File: src/rtl/i2s_codec_responder_if.sv
// I2S pin bundle between a bit-clock master and a codec-side responder.
// Master drives LRCLK/SCLK/SD_in; the codec (slave) drives SD_out.
interface i2s_codec_responder_if;
    logic LRCLK;
    logic SCLK;
    logic SD_in;
    logic SD_out;

    modport master (
        output LRCLK,
        output SCLK,
        output SD_in,
        input  SD_out
    );

    modport slave (
        input  LRCLK,
        input  SCLK,
        input  SD_in,
        output SD_out
    );
endinterface

File: src/rtl/i2s_codec_responder.sv
// i2s_codec_responder: codec-side I2S endpoint clocked on the system clock.
// Ports: clk, RESET (sync, active high); i2s (slave: LRCLK/SCLK/SD_in in,
//   SD_out out); left_tx/right_tx in, tx_req out; left_rx/right_rx,
//   rx_valid, frame_err out.
module i2s_codec_responder #(
    parameter int DATA_W = 16
) (
    input  logic                   clk,
    input  logic                   RESET,
    i2s_codec_responder_if.slave   i2s,
    input  logic [DATA_W-1:0]      left_tx,
    input  logic [DATA_W-1:0]      right_tx,
    output logic                   tx_req,
    output logic [DATA_W-1:0]      left_rx,
    output logic [DATA_W-1:0]      right_rx,
    output logic                   rx_valid,
    output logic                   frame_err
);

    localparam int CNT_W = $clog2(DATA_W + 1);
    localparam logic [CNT_W-1:0] FULL = CNT_W'(DATA_W);
    localparam logic [CNT_W-1:0] LAST = CNT_W'(DATA_W - 1);

    typedef enum logic [1:0] {
        IDLE,
        LEFT,
        RIGHT
    } state_t;

    state_t state;

    logic [1:0] lr_sync;
    logic [2:0] sclk_sync;
    logic [1:0] sd_sync;

    logic lr_s;
    logic sd_s;
    logic sclk_rise;
    logic sclk_fall;
    logic lr_last;
    logic slot_start;

    logic [DATA_W-1:0] tx_shift;
    logic [DATA_W-1:0] hold_r;
    logic [CNT_W-1:0]  tx_cnt;
    logic              sd_out_q;

    logic [DATA_W-1:0] rx_shift;
    logic [DATA_W-1:0] rx_next;
    logic [CNT_W-1:0]  bit_cnt;
    logic              rx_arm;
    logic [DATA_W-1:0] pend_l;
    logic              pend_ok;

    assign lr_s      = lr_sync[1];
    assign sd_s      = sd_sync[1];
    assign sclk_rise = sclk_sync[1] & ~sclk_sync[2];
    assign sclk_fall = ~sclk_sync[1] & sclk_sync[2];

    // A slot begins on the SCLK fall where word select has moved.
    assign slot_start = sclk_fall && (lr_s != lr_last);

    assign rx_next = {rx_shift[DATA_W-2:0], sd_s};

    assign i2s.SD_out = sd_out_q;

    always_ff @(posedge clk) begin
        if (RESET) begin
            lr_sync   <= '0;
            sclk_sync <= '0;
            sd_sync   <= '0;
            lr_last   <= 1'b0;
            state     <= IDLE;
            tx_shift  <= '0;
            hold_r    <= '0;
            tx_cnt    <= '0;
            sd_out_q  <= 1'b0;
            tx_req    <= 1'b0;
            rx_shift  <= '0;
            bit_cnt   <= '0;
            rx_arm    <= 1'b0;
            pend_l    <= '0;
            pend_ok   <= 1'b0;
            left_rx   <= '0;
            right_rx  <= '0;
            rx_valid  <= 1'b0;
            frame_err <= 1'b0;
        end else begin
            lr_sync   <= {lr_sync[0], i2s.LRCLK};
            sclk_sync <= {sclk_sync[1:0], i2s.SCLK};
            sd_sync   <= {sd_sync[0], i2s.SD_in};

            tx_req    <= 1'b0;
            rx_valid  <= 1'b0;
            frame_err <= 1'b0;

            if (sclk_fall) begin
                lr_last <= lr_s;
            end

            if (slot_start) begin
                // The start fall itself only clears; the MSB goes out on
                // the next fall (one-bit delay).
                bit_cnt  <= '0;
                rx_arm   <= 1'b0;
                tx_cnt   <= '0;
                sd_out_q <= 1'b0;
                unique case (state)
                    IDLE: begin
                        // Only a falling word select can leave IDLE, so
                        // a partial right slot after reset is skipped.
                        if (!lr_s) begin
                            state    <= LEFT;
                            tx_shift <= left_tx;
                            hold_r   <= right_tx;
                            tx_req   <= 1'b1;
                            pend_ok  <= 1'b0;
                        end
                    end
                    LEFT: begin
                        state     <= RIGHT;
                        tx_shift  <= hold_r;
                        frame_err <= (bit_cnt != FULL);
                    end
                    RIGHT: begin
                        state     <= LEFT;
                        tx_shift  <= left_tx;
                        hold_r    <= right_tx;
                        tx_req    <= 1'b1;
                        pend_ok   <= 1'b0;
                        frame_err <= (bit_cnt != FULL);
                    end
                    default: begin
                        state <= IDLE;
                    end
                endcase
            end else if (state != IDLE) begin
                if (sclk_fall) begin
                    rx_arm <= 1'b1;
                    if (tx_cnt != FULL) begin
                        sd_out_q <= tx_shift[DATA_W-1];
                        tx_shift <= {tx_shift[DATA_W-2:0], 1'b0};
                        tx_cnt   <= tx_cnt + 1'b1;
                    end else begin
                        sd_out_q <= 1'b0;
                    end
                end

                if (sclk_rise && rx_arm && (bit_cnt != FULL)) begin
                    rx_shift <= rx_next;
                    bit_cnt  <= bit_cnt + 1'b1;
                    if (bit_cnt == LAST) begin
                        if (state == LEFT) begin
                            pend_l  <= rx_next;
                            pend_ok <= 1'b1;
                        end else if (pend_ok) begin
                            // Pair is published together; strobe is
                            // visible alongside the new data.
                            left_rx  <= pend_l;
                            right_rx <= rx_next;
                            rx_valid <= 1'b1;
                            pend_ok  <= 1'b0;
                        end
                    end
                end
            end
        end
    end

endmodule
File: src/flat_wrapper.sv
// flat-port wrapper written by rule: the top's interface ports become plain ports
module i2s_codec_responder_flat 
#(
    parameter int DATA_W = 16
)
  (clk, RESET, left_tx, right_tx, tx_req, left_rx, right_rx, rx_valid, frame_err, i2s_LRCLK, i2s_SCLK, i2s_SD_in, i2s_SD_out);
  i2s_codec_responder_if i2s_i ();
  input  logic clk;
  input  logic RESET;
  input  logic [DATA_W-1:0] left_tx;
  input  logic [DATA_W-1:0] right_tx;
  output logic tx_req;
  output logic [DATA_W-1:0] left_rx;
  output logic [DATA_W-1:0] right_rx;
  output logic rx_valid;
  output logic frame_err;
  input wire logic [$bits(i2s_i.LRCLK)-1:0] i2s_LRCLK;
  input wire logic [$bits(i2s_i.SCLK)-1:0] i2s_SCLK;
  input wire logic [$bits(i2s_i.SD_in)-1:0] i2s_SD_in;
  output wire logic [$bits(i2s_i.SD_out)-1:0] i2s_SD_out;
  assign i2s_i.LRCLK = i2s_LRCLK;
  assign i2s_i.SCLK = i2s_SCLK;
  assign i2s_i.SD_in = i2s_SD_in;
  assign i2s_SD_out = i2s_i.SD_out;
  i2s_codec_responder #(.DATA_W(DATA_W)) u_core (.clk(clk), .RESET(RESET), .i2s(i2s_i), .left_tx(left_tx), .right_tx(right_tx), .tx_req(tx_req), .left_rx(left_rx), .right_rx(right_rx), .rx_valid(rx_valid), .frame_err(frame_err));
endmodule
File: config.mk
export PLATFORM = sky130hd
export DESIGN_NAME = i2s_codec_responder_flat
export DESIGN_NICKNAME = d
export VERILOG_FILES = /design/src/rtl/i2s_codec_responder_if.sv /design/src/rtl/i2s_codec_responder.sv /design/src/flat_wrapper.sv
export SDC_FILE = /design/constraint.sdc
export NUM_CORES = 1
export LEC_CHECK = 0
export ABC_AREA = 1
export BUFFER_PORTS_ARGS = -buffer_cell sky130_fd_sc_hd__clkbuf_2
export CAP_MARGIN = 20
export CORE_AREA = 2 2 110 112
export DETAILED_ROUTE_END_ITERATION = 6
export DIE_AREA = 0 0 112 114
export GPL_TIMING_DRIVEN = 0
export PLACE_DENSITY_LB_ADDON = 0.2
export SLEW_MARGIN = 0
export SYNTH_ARGS = -nofsm -noshare
export SYNTH_HDL_FRONTEND = slang
export SYNTH_SLANG_ARGS = --single-unit
File: constraint.sdc
create_clock -name clk -period 4.3 [get_ports clk]
set_clock_uncertainty 0.1 [all_clocks]
set_input_delay 0.43 -clock clk [delete_from_list [all_inputs] [get_ports clk]]
set_output_delay 0.43 -clock clk [all_outputs]
set_load 0.01 [all_outputs]
==> metrics.cfg, run 1 <==
[synthesis]
synth_edf_count = 0
seq_area_frac_synth_pct = 47.59
async_reset_ff_share_pct = 0
yosys_warnings = 0
synth_top_area_share_pct = 47.59
synth-seq-cells = 121
synthCells = 682
yosys-top-cells-count = nand2_1, dfxtp_1, nor2_1
synth_most_common_cell = nand2_1
syn_area_um2 = 5090
syn-mean-instance-area_um2 = 7.463
synth_flop_cell = dfxtp_1
synth_fp_nets = 728
synth.distinct_cells = 32
synth_top_cell_by_area = dfxtp_1
synthTopCellsByArea = dfxtp_1, nand2_1, nor2_1

[finish]
nets = 818
finalNonFillerCells = 932
area_growth_syn_to_layout_pct = 22.00
antennaDiodeCount = 0
drive_gt1_share_pct = 19.36

[route]
vias = 4583
top_layer = met4
first_pass_iters = 4
drtAntennaViolNets = 0
drc = 0
wl_um = 12770
vias_per_cell = 4.917
dr_wl_met2_um = 6152
met3_length_um = 561
wl_per_cell_um = 13.70
drtIter0Drc = 229
wl_met1_um = 5801

[power_and_ir_drop]
cellPowerDensity_nw_per_um2 = 417.4
p_leak_nw = 2.844
max-vdd-ir-drop_v = 0.0002565

[timing]
min_period_ns = 2.106
final_max_slew_viol_count = 0
tns_ns = 0
setup_ws_ns = 2.194
hold_ws_ns = 0.09873
hold_viol = 0
tightestPinTransition_ns = 0.6083
rsz0062_at_grt = false
maxSlewHeadroom_pct = 59.44
fin_crit_sh_pct = 48.97
clock.fmax_mhz = 474.9
setup_viol = 0

[clocking]
clockBufferDepth = 2
htree_levels = 4
clkTransAtPathRegs_ns = 0.06
cts-root-buf = clkbuf_16
cts_setup_buffers = 0
clk_latency_ns = 0.42
ctsHoldBuffers = 0
cts_buffers = 17
clock_sink_count = 121
cts_tree = built
post_cts_resized = 0

[die]
die_y_um = 114
ios = 73
coreArea_um2 = 11710
die_x_um = 112
rows = 40
start_util_pct = 43.46
dieArea_um2 = 12770

[critical_path]
critPathMaxFanout = 10
cp-end-kind = register
crit_arrival_ns = 2.28
crit_type = register to register
worst_ep_required_time_ns = 4.47
cp-start-kind = register

[grt]
antenna_found_initial = 0
grt_pass1_wl_um = 21420
grt_overflow_total = 0
grt_pass1_vias = 4589
grt_max_degree = 17
grt_usage_pct = 21.09

[placement]
gp_congestion = 0.8021
dp_hpwl_um = 8962
post-place-cells = 900
port_buffers = 71
dp_worst_setup_slack_ns = 2.212

[run]
drv_cap = 0

[worst_hold_path]
hold_path_class = primary input to register

[status]
status = complete, no violations

per-stage QoR:
step                      power (mW)  cell area (um2)  util [%]
after floorplan                1.199             5090         -
after detailed placement       1.233             5629     48.07
final                          2.592             6210     53.02
after global routing           2.678             6210     53.02
after global placement         1.231             5629     48.07
after CTS                      2.614             6210     53.02
routing by layer:
layer  GRT usage, %  vias up
met1          25.19     2097
met2          36.36      103
met3          5.845       20
met5              0        -
met4          8.049        0
li1               -     2363
layout by cell type (no fill, tap or decap), types with 3 or more instances in the layout:
master,count
clkbuf_1,9
inv_2,6
o21ai_1,11
ha_1,9
nor3_1,21
clkbuf_16,17
buf_2,16
nor2_4,3
nor2_1,113
nand2_2,3
o21ai_0,62
buf_6,6
nand3_1,38
clkbuf_2,71
inv_1,52
dfxtp_1,121
clkinv_2,7
a21oi_1,46
nand2_1,139
buf_4,6
registers in the layout, indices dropped and copies added (netlist names):
signal and flops:
u_core.hold_r 16, u_core.left_rx 16, u_core.pend_l 16, u_core.right_rx 16
u_core.tx_shift 16, u_core.rx_shift 15, u_core.bit_cnt 5, u_core.tx_cnt 5
u_core.sclk_sync 3, u_core.lr_sync 2, u_core.sd_sync 2, u_core.state 2
u_core.frame_err 1, u_core.i2s.SD_out 1, u_core.lr_last 1, u_core.pend_ok 1
u_core.rx_arm 1, u_core.rx_valid 1, u_core.tx_req 1
power breakdown:
part	switching, mW	leakage [nW]	internal (mW)
Sequential	0.00289	0.976	1.13
Combinational	0.0491	1.58	0.0290
Clock	0.508	0.288	0.875
critical path: stages, from the launching register on:
cell and delay [ns]:
dfxtp_1 0.39, inv_1 0.08, ha_1 0.26, nand2_1 0.10, inv_1 0.07, nor2_2 0.31, nand2_2 0.24, buf_2 0.24
nand2_1 0.09, a21oi_1 0.07
area by class of cell:
cell class,count,area [um2]
Fill cell,1141,5502
Sequential cell,121,2422
Timing Repair Buffer,71,355.3
Clock buffer,19,452.9
Clock inverter,13,127.6
Buffer,40,254.0
Multi-Input combinational cell,463,2196
Tap cell,147,183.9
Inverter,58,217.7
path summary, 6_finish.rpt:
| path | to | from | cells after the start | slack (ns) |
|---|---|---|---|---|
| max | u_core.hold_r[9]$_SDFFE_PP0P_ | u_core.state[1]$_SDFFE_PP0P_ | 9 | 2.19 |
| min | u_core.sd_sync[0]$_SDFF_PP0_ | i2s_SD_in | 3 | 0.1 |
| max reg2reg | u_core.hold_r[9]$_SDFFE_PP0P_ | u_core.state[1]$_SDFFE_PP0P_ | 9 | 2.19 |
| min reg2reg | u_core.lr_sync[1]$_SDFF_PP0_ | u_core.lr_sync[0]$_SDFF_PP0_ | 2 | 0.31 |
logic make-up (layout without fill, tap and decap cells):
logic type / Yosys count / after routing / synth area share, %
buf+inv: 98 / 201 / 9.267
flops: 121 / 121 / 47.59
xor+xnor: 2 / 2 / 0.3442
fa+ha+maj: 9 / 9 / 2.212
simple gates: 328 / 328 / 28.12
compound gates: 124 / 124 / 12.46
(Power assumes the default switching activity.)
==> inputs of run 2 (changes only) <==
==> constraint.sdc (replaced) <==
create_clock -name clk -period 1.8 [get_ports clk]
set_clock_uncertainty 0.1 [all_clocks]
set_input_delay 0.18 -clock clk [delete_from_list [all_inputs] [get_ports clk]]
set_output_delay 0.18 -clock clk [all_outputs]
set_load 0.01 [all_outputs]
==> run 2 against run 1 <==
  * The run now ends with setup timing left
  * Combinational power rose to 3.1 times the previous value
  * Maximum frequency rose by 12%
  * Critical path type unchanged
  * Total power rose by 140%
  * Core utilization rose by 7.0 points
  * Non-clock buffer count rose by 47
  * First-iteration DRC count rose by 17%
  * Largest cell class is now multi-input gates
  * Sequential share of layout area fell by 4.5 points
  * Final cell count rose by 5.0%
  * Clock power rose by 140%
  * Highest routed layer unchanged
  * Register-to-register slack got worse by 2.3 ns
==> metrics.cfg, run 2 (synthesis gave the netlist of run 1 again) <==
[die]
die_y_um = 114  ; unchanged
ios = 73  ; unchanged
rows = 40  ; unchanged
die_x_um = 112  ; unchanged
start_util_pct = 43.46  ; unchanged
coreArea_um2 = 11710  ; unchanged
dieArea_um2 = 12770  ; unchanged

[power_and_ir_drop]
power_frac_seq_pct = 43.1  ; -0.5 points
max-vdd-ir-drop_v = 0.0006070  ; +140%
clock_power_share_pct = 53.1  ; -0.3 points
cellPowerDensity_nw_per_um2 = 891.4  ; +110%
intPower_mw = 4.891  ; +140%
p_leak_nw = 3.138  ; +10%
comb_power_share_pct = 3.9  ; +0.9 points
switching_share_pct = 21.99  ; +0.39 points
p_sw_mw = 1.379  ; +150%

[route]
first_pass_iters = 4  ; unchanged
drtAntennaViolNets = 0  ; unchanged
vias_per_cell = 5.060  ; +2.9%
wl_um = 14450  ; +13%
vias = 4954  ; +8.1%
wl_per_cell_um = 14.76  ; +7.7%
drc = 0  ; unchanged
drtIter0Drc = 267  ; +17%

[worst_hold_path]
whs_path_depth = 5  ; +2
hold_path_class = primary input to register
hold_path_end = u_core.tx_shift[0]$_SDFFE_PP0P_
holdCritStartpoint = left_tx[0]

[clocking]
cts_buffers = 17  ; unchanged
clockBufferDepth = 2  ; unchanged
clk_latency_ns = 0.42  ; about the same
htree_levels = 4  ; unchanged
clkTransAtPathRegs_ns = 0.06  ; about the same
cts-root-buf = clkbuf_16
cts_tree = built
clock_sink_count = 121  ; unchanged

[placement]
placed_cell_area_um2 = 5629  ; unchanged
dp_worst_setup_slack_ns = -0.2881  ; -2.500 ns
dp_hpwl_um = 8962  ; unchanged
port_buffers = 71  ; unchanged
gp_congestion = 0.8021  ; unchanged

[finish]
area_growth_syn_to_layout_pct = 38.18
antennaDiodeCount = 0  ; unchanged
layout_common_cells = nand2_1, dfxtp_1, nor2_1
nets = 865  ; +5.7%
drive_gt1_share_pct = 29.09  ; +9.7 points
regArea_um2 = 2427  ; +0.21%
mostFrequentLayoutCell = nand2_1
fin_area_um2 = 7033  ; +13%
multi_input_area_um2 = 2439  ; +11%
n_fill_cell = 1031  ; -9.6%

[critical_path]
reg2regPathDepth = 11  ; +2
r2r_start = u_core.bit_cnt[1]$_SDFFE_PP0P_
crit_type = register to register
path_common_cell = nor2_4
crit_arrival_ns = 2.09  ; -0.19 ns
cpMaxStageDelayCell = dfxtp_2
worst_ep_required_time_ns = 2.01  ; -2.46 ns
cp-end-kind = register
reg2reg_slack_ns = -0.08  ; -2.27 ns
cp-start-kind = register
crit_chain = ha_4 -> inv_4 -> nor3_4 -> ha_2 -> nand3_2 -> nor2_4 -> buf_12 -> clkinv_8 -> clkbuf_16 -> nor2_4 -> nor2_1
cpPeakStageDelay_ns = 0.36  ; -0.03 ns
critPathMaxFanout = 6  ; -4
rr_endpoint = u_core.right_rx[1]$_SDFFE_PP0P_

[timing]
final_max_slew_viol_count = 0  ; unchanged
fin_crit_sh_pct = 104.2  ; +55 points
hold_ws_ns = 0.02705  ; -0.07168 ns
tightestPinTransition_ns = 0.6378  ; +0.02940 ns
tns_ns = -1.219  ; -1.219 ns
maxSlewHeadroom_pct = 57.48  ; -2.0 points
rsz0062_at_grt = true
hold_viol = 0  ; unchanged
setup_ws_ns = -0.07573  ; -2.270 ns
clock.fmax_mhz = 533.1  ; +12%
min_period_ns = 1.876  ; -0.2299 ns
setup_viol = 40  ; +40

[grt]
grt_overflow_total = 0  ; unchanged
grt_usage_pct = 21.90  ; +0.81 points
grt_max_degree = 20  ; +3
grt_pass1_wl_um = 22280  ; +4.0%
grt_pass1_vias = 4766  ; +3.9%
antenna_found_initial = 0  ; unchanged

[run]
drv_cap = 0  ; unchanged

[status]
status = complete, but fails checks
violations = setup timing

run 2: critical path, delay by kind of cell (launching register included):
kind | cells | cell delay [ns]
buffers and inverters | 4 | 0.42
DFF | 1 | 0.36
and+or+nand+nor | 5 | 0.50
adders and majority gates | 2 | 0.39
run 2: worst max path at each step:
stage                                    from                                to  slack (ns)  cells past startpoint
2_1_floorplan  u_core.bit_cnt[0]$_SDFFE_PP0P_  u_core.right_rx[10]$_SDFFE_PP0P_        0.01                     10
3_3_place_gp   u_core.bit_cnt[0]$_SDFFE_PP0P_   u_core.right_rx[6]$_SDFFE_PP0P_       -0.24                     10
3_5_place_dp   u_core.bit_cnt[0]$_SDFFE_PP0P_  u_core.right_rx[14]$_SDFFE_PP0P_       -0.29                     10
4_1_cts          u_core.state[0]$_SDFFE_PP0P_  u_core.right_rx[14]$_SDFFE_PP0P_        0.01                     11
5_1_grt        u_core.bit_cnt[1]$_SDFFE_PP0P_   u_core.right_rx[1]$_SDFFE_PP0P_       -0.16                     11
6_report       u_core.bit_cnt[1]$_SDFFE_PP0P_   u_core.right_rx[1]$_SDFFE_PP0P_       -0.08                     11
run 2: layout make-up:
class	instances	area share, %
flip-flops and latches	121	34.51
repair buffers	119	11.96
plain buffers	39	4.643
well taps	147	2.615
inverters	58	3.345
clock inverters	13	1.815
multi-input cells	463	34.67
clock buffers	19	6.440
run 2: routing by layer:
layer,share of wire [%],up-vias,track usage [%]
met1,43,2302,25.89
met2,49,159,37.78
li1,-,2458,-
met5,0,-,0
met4,3.1,0,9.756
met3,5.5,35,5.579
run 2: metrics by stage:
| step | instances | total power, mW | utilization, % |
|---|---|---|---|
| floorplan | 682 | 2.864 | - |
| global placement | 900 | 2.940 | 48.07 |
| detailed placement | 900 | 2.945 | 48.07 |
| CTS | 957 | 6.282 | 55.74 |
| global route | 979 | 6.457 | 60.05 |
| finish | 979 | 6.269 | 60.05 |
run 2: repair_timing:
action	CTS	global route
setup endpoints to repair	95	82
setup buffers	6	16
gates cloned	0	6
endpoints found under the hold margin	22	0
resized for setup	30	102
pin swaps	4	14
hold buffers	20	0
run 2: power groups by stage:
stage	clock network [mW]	registers, mW	logic (mW)
floorplan	0	2.76	0.107
global placement	0	2.76	0.182
detailed placement	0	2.76	0.186
CTS	3.36	2.70	0.225
global route	3.49	2.70	0.265
finish	3.33	2.70	0.242
==> inputs of run 3 (changes only) <==
--- a/config.mk
+++ b/config.mk
@@ -12,7 +12,8 @@
 export DETAILED_ROUTE_END_ITERATION = 6
 export DIE_AREA = 0 0 112 114
 export GPL_TIMING_DRIVEN = 0
-export PLACE_DENSITY_LB_ADDON = 0.2
+export PLACE_DENSITY = 0.63
+export SKIP_CTS_REPAIR_TIMING = 1
 export SLEW_MARGIN = 0
 export SYNTH_ARGS = -nofsm -noshare
 export SYNTH_HDL_FRONTEND = slang
==> run 3 against run 2 <==
  * The flow finishes with violations (hold timing, setup timing)
  * Setup slack lost 0.0019 ns
  * Sequential power is essentially flat
  * Via count shrank 0.93%
  * Routed wire length shrank 3.0%
  * Largest power group unchanged
  * Highest routed layer unchanged
==> metrics.cfg, run 3 (synthesis gave the netlist of run 1 again) <==
[route]
first_pass_iters = 5  ; +1
vias = 4908  ; -0.93%
drtIter0Drc = 275  ; +3.0%
wl_um = 14010  ; -3.0%
drtAntennaViolNets = 0  ; unchanged
vias_per_cell = 5.018  ; -0.83%
wl_per_cell_um = 14.33  ; -2.9%
drc = 0  ; unchanged

[timing]
clock.fmax_mhz = 532.6  ; -0.10%
setup_ws_ns = -0.07763  ; -0.001893 ns
hold_ws_ns = -0.04899  ; -0.07604 ns
final_max_slew_viol_count = 0  ; unchanged
setup_viol = 35  ; -13%
fin_crit_sh_pct = 104.3  ; +0.11 points
tns_ns = -1.745  ; -0.5254 ns
maxSlewHeadroom_pct = 49.76  ; -7.7 points
tightestPinTransition_ns = 0.7537  ; +0.1159 ns
rsz0062_at_grt = true
min_period_ns = 1.878  ; +0.001893 ns
hold_viol = 1  ; +1

[power_and_ir_drop]
cellPowerDensity_nw_per_um2 = 854.1  ; -4.2%
p_leak_nw = 3.095  ; -1.4%
max-vdd-ir-drop_v = 0.0006408  ; +5.6%
total_power_mw = 5.931  ; -5.4%

[clocking]
cts_tree = built
clkTransAtPathRegs_ns = 0.05  ; about the same
clockBufferDepth = 2  ; unchanged
htree_levels = 4  ; unchanged
clk_latency_ns = 0.42  ; about the same
cts-root-buf = clkbuf_16
cts_buffers = 17  ; unchanged
clock_sink_count = 121  ; unchanged

[critical_path]
reg2reg_slack_ns = -0.08  ; about the same
r2r_start = u_core.bit_cnt[0]$_SDFFE_PP0P_
crit_type = register to register
worst_ep_required_time_ns = 2.06  ; +0.05 ns
critPathMaxFanout = 5  ; -1
cp-start-kind = register
rr_endpoint = u_core.right_rx[13]$_SDFFE_PP0P_
reg2regPathDepth = 10  ; -1
cp-end-kind = register
crit_arrival_ns = 2.14  ; +0.05 ns

[finish]
area_growth_syn_to_layout_pct = 36.43
mostFrequentLayoutCell = nand2_1
regArea_um2 = 2435  ; +0.31%
layout_common_cells = nand2_1, dfxtp_1, nor2_1
nets = 864  ; -0.12%
n_fill_cell = 1066  ; +3.4%
fin_util_pct = 59.29  ; -0.76 points
antennaDiodeCount = 0  ; unchanged
multi_input_area_um2 = 2391  ; -1.9%
drive_gt1_share_pct = 26.35  ; -2.7 points
fin_area_um2 = 6944  ; -1.3%

[status]
status = complete, but fails checks
violations = hold timing, setup timing

[placement]
port_buffers = 71  ; unchanged
gp_congestion = 0.8321  ; +3.7%
placed_cell_area_um2 = 5629  ; unchanged
dp_worst_setup_slack_ns = -0.3081  ; -0.02000 ns
dp_hpwl_um = 8949  ; -0.15%

[worst_hold_path]
hold_path_class = primary input to register
hold_path_end = u_core.hold_r[2]$_SDFFE_PP0P_
holdCritStartpoint = right_tx[2]
whs_path_depth = 3  ; -2

[grt]
grt_max_degree = 17  ; -15%
grt_pass1_vias = 4533  ; -4.9%
antenna_found_initial = 0  ; unchanged
grt_usage_pct = 20.54  ; -1.4 points
grt_pass1_wl_um = 20860  ; -6.4%
grt_overflow_total = 0  ; unchanged

[run]
drv_cap = 0  ; unchanged

[die]
die_y_um = 114  ; unchanged
die_x_um = 112  ; unchanged
rows = 40  ; unchanged
ios = 73  ; unchanged
dieArea_um2 = 12770  ; unchanged
start_util_pct = 43.46  ; unchanged
coreArea_um2 = 11710  ; unchanged

==> run 3: worst max path at each step <==
stage,from,end,slack [ns],cells past startpoint
3_3_place_gp,u_core.bit_cnt[0]$_SDFFE_PP0P_,u_core.right_rx[1]$_SDFFE_PP0P_,-0.28,10
5_1_grt,u_core.bit_cnt[0]$_SDFFE_PP0P_,u_core.right_rx[5]$_SDFFE_PP0P_,-0.17,10
6_report,u_core.bit_cnt[0]$_SDFFE_PP0P_,u_core.right_rx[13]$_SDFFE_PP0P_,-0.08,10
4_1_cts,u_core.bit_cnt[0]$_SDFFE_PP0P_,u_core.right_rx[2]$_SDFFE_PP0P_,-0.35,10
3_5_place_dp,u_core.bit_cnt[0]$_SDFFE_PP0P_,u_core.right_rx[1]$_SDFFE_PP0P_,-0.31,10
2_1_floorplan,u_core.bit_cnt[0]$_SDFFE_PP0P_,u_core.right_rx[10]$_SDFFE_PP0P_,0.01,10
==> run 3: layer usage <==
layer  vias to the layer above  share of wire, %  GRT usage (%)
met1                      2261                44          24.67
li1                       2450                 -              -
met2                       159                49          34.38
met3                        38               4.5          4.888
met5                         -                 0              0
met4                         0               3.2          10.81
==> run 3: critical path, cell delays in order (launching register included) <==
cell and delay (ns):
dfxtp_4 0.37, ha_4 0.13, inv_2 0.04, nor3_2 0.17, ha_2 0.24, nand3_2 0.09
nor2_4 0.21, buf_6 0.16, clkbuf_16 0.14, o21ai_0 0.07, nor2_1 0.10
==> run 3: final cells by class <==
cell class                      instances  area share [%]
Sequential cell                       121           35.06
Multi-Input combinational cell        463           34.43
Clock buffer                           24           6.793
Clock inverter                          8          0.6847
Tap cell                              147           2.649
Inverter                               58           3.279
Buffer                                 39           4.649
Timing Repair Buffer                  118           12.45
==> run 3: through the flow <==
stage          std cells  hold WS, ns
2_1_floorplan        682       0.1870
3_3_place_gp         900       0.2780
3_5_place_dp         900       0.2787
4_1_cts              932      -0.1672
5_1_grt              978     0.007356
6_report             978     -0.04899
==> run 3: report_power, final <==
group / switching (mW) / total (mW) / internal, mW
registers: 0.00739 / 2.70 / 2.69
clock network: 1.18 / 2.99 / 1.81
logic: 0.136 / 0.242 / 0.106
total: 1.32 / 5.93 / 4.61
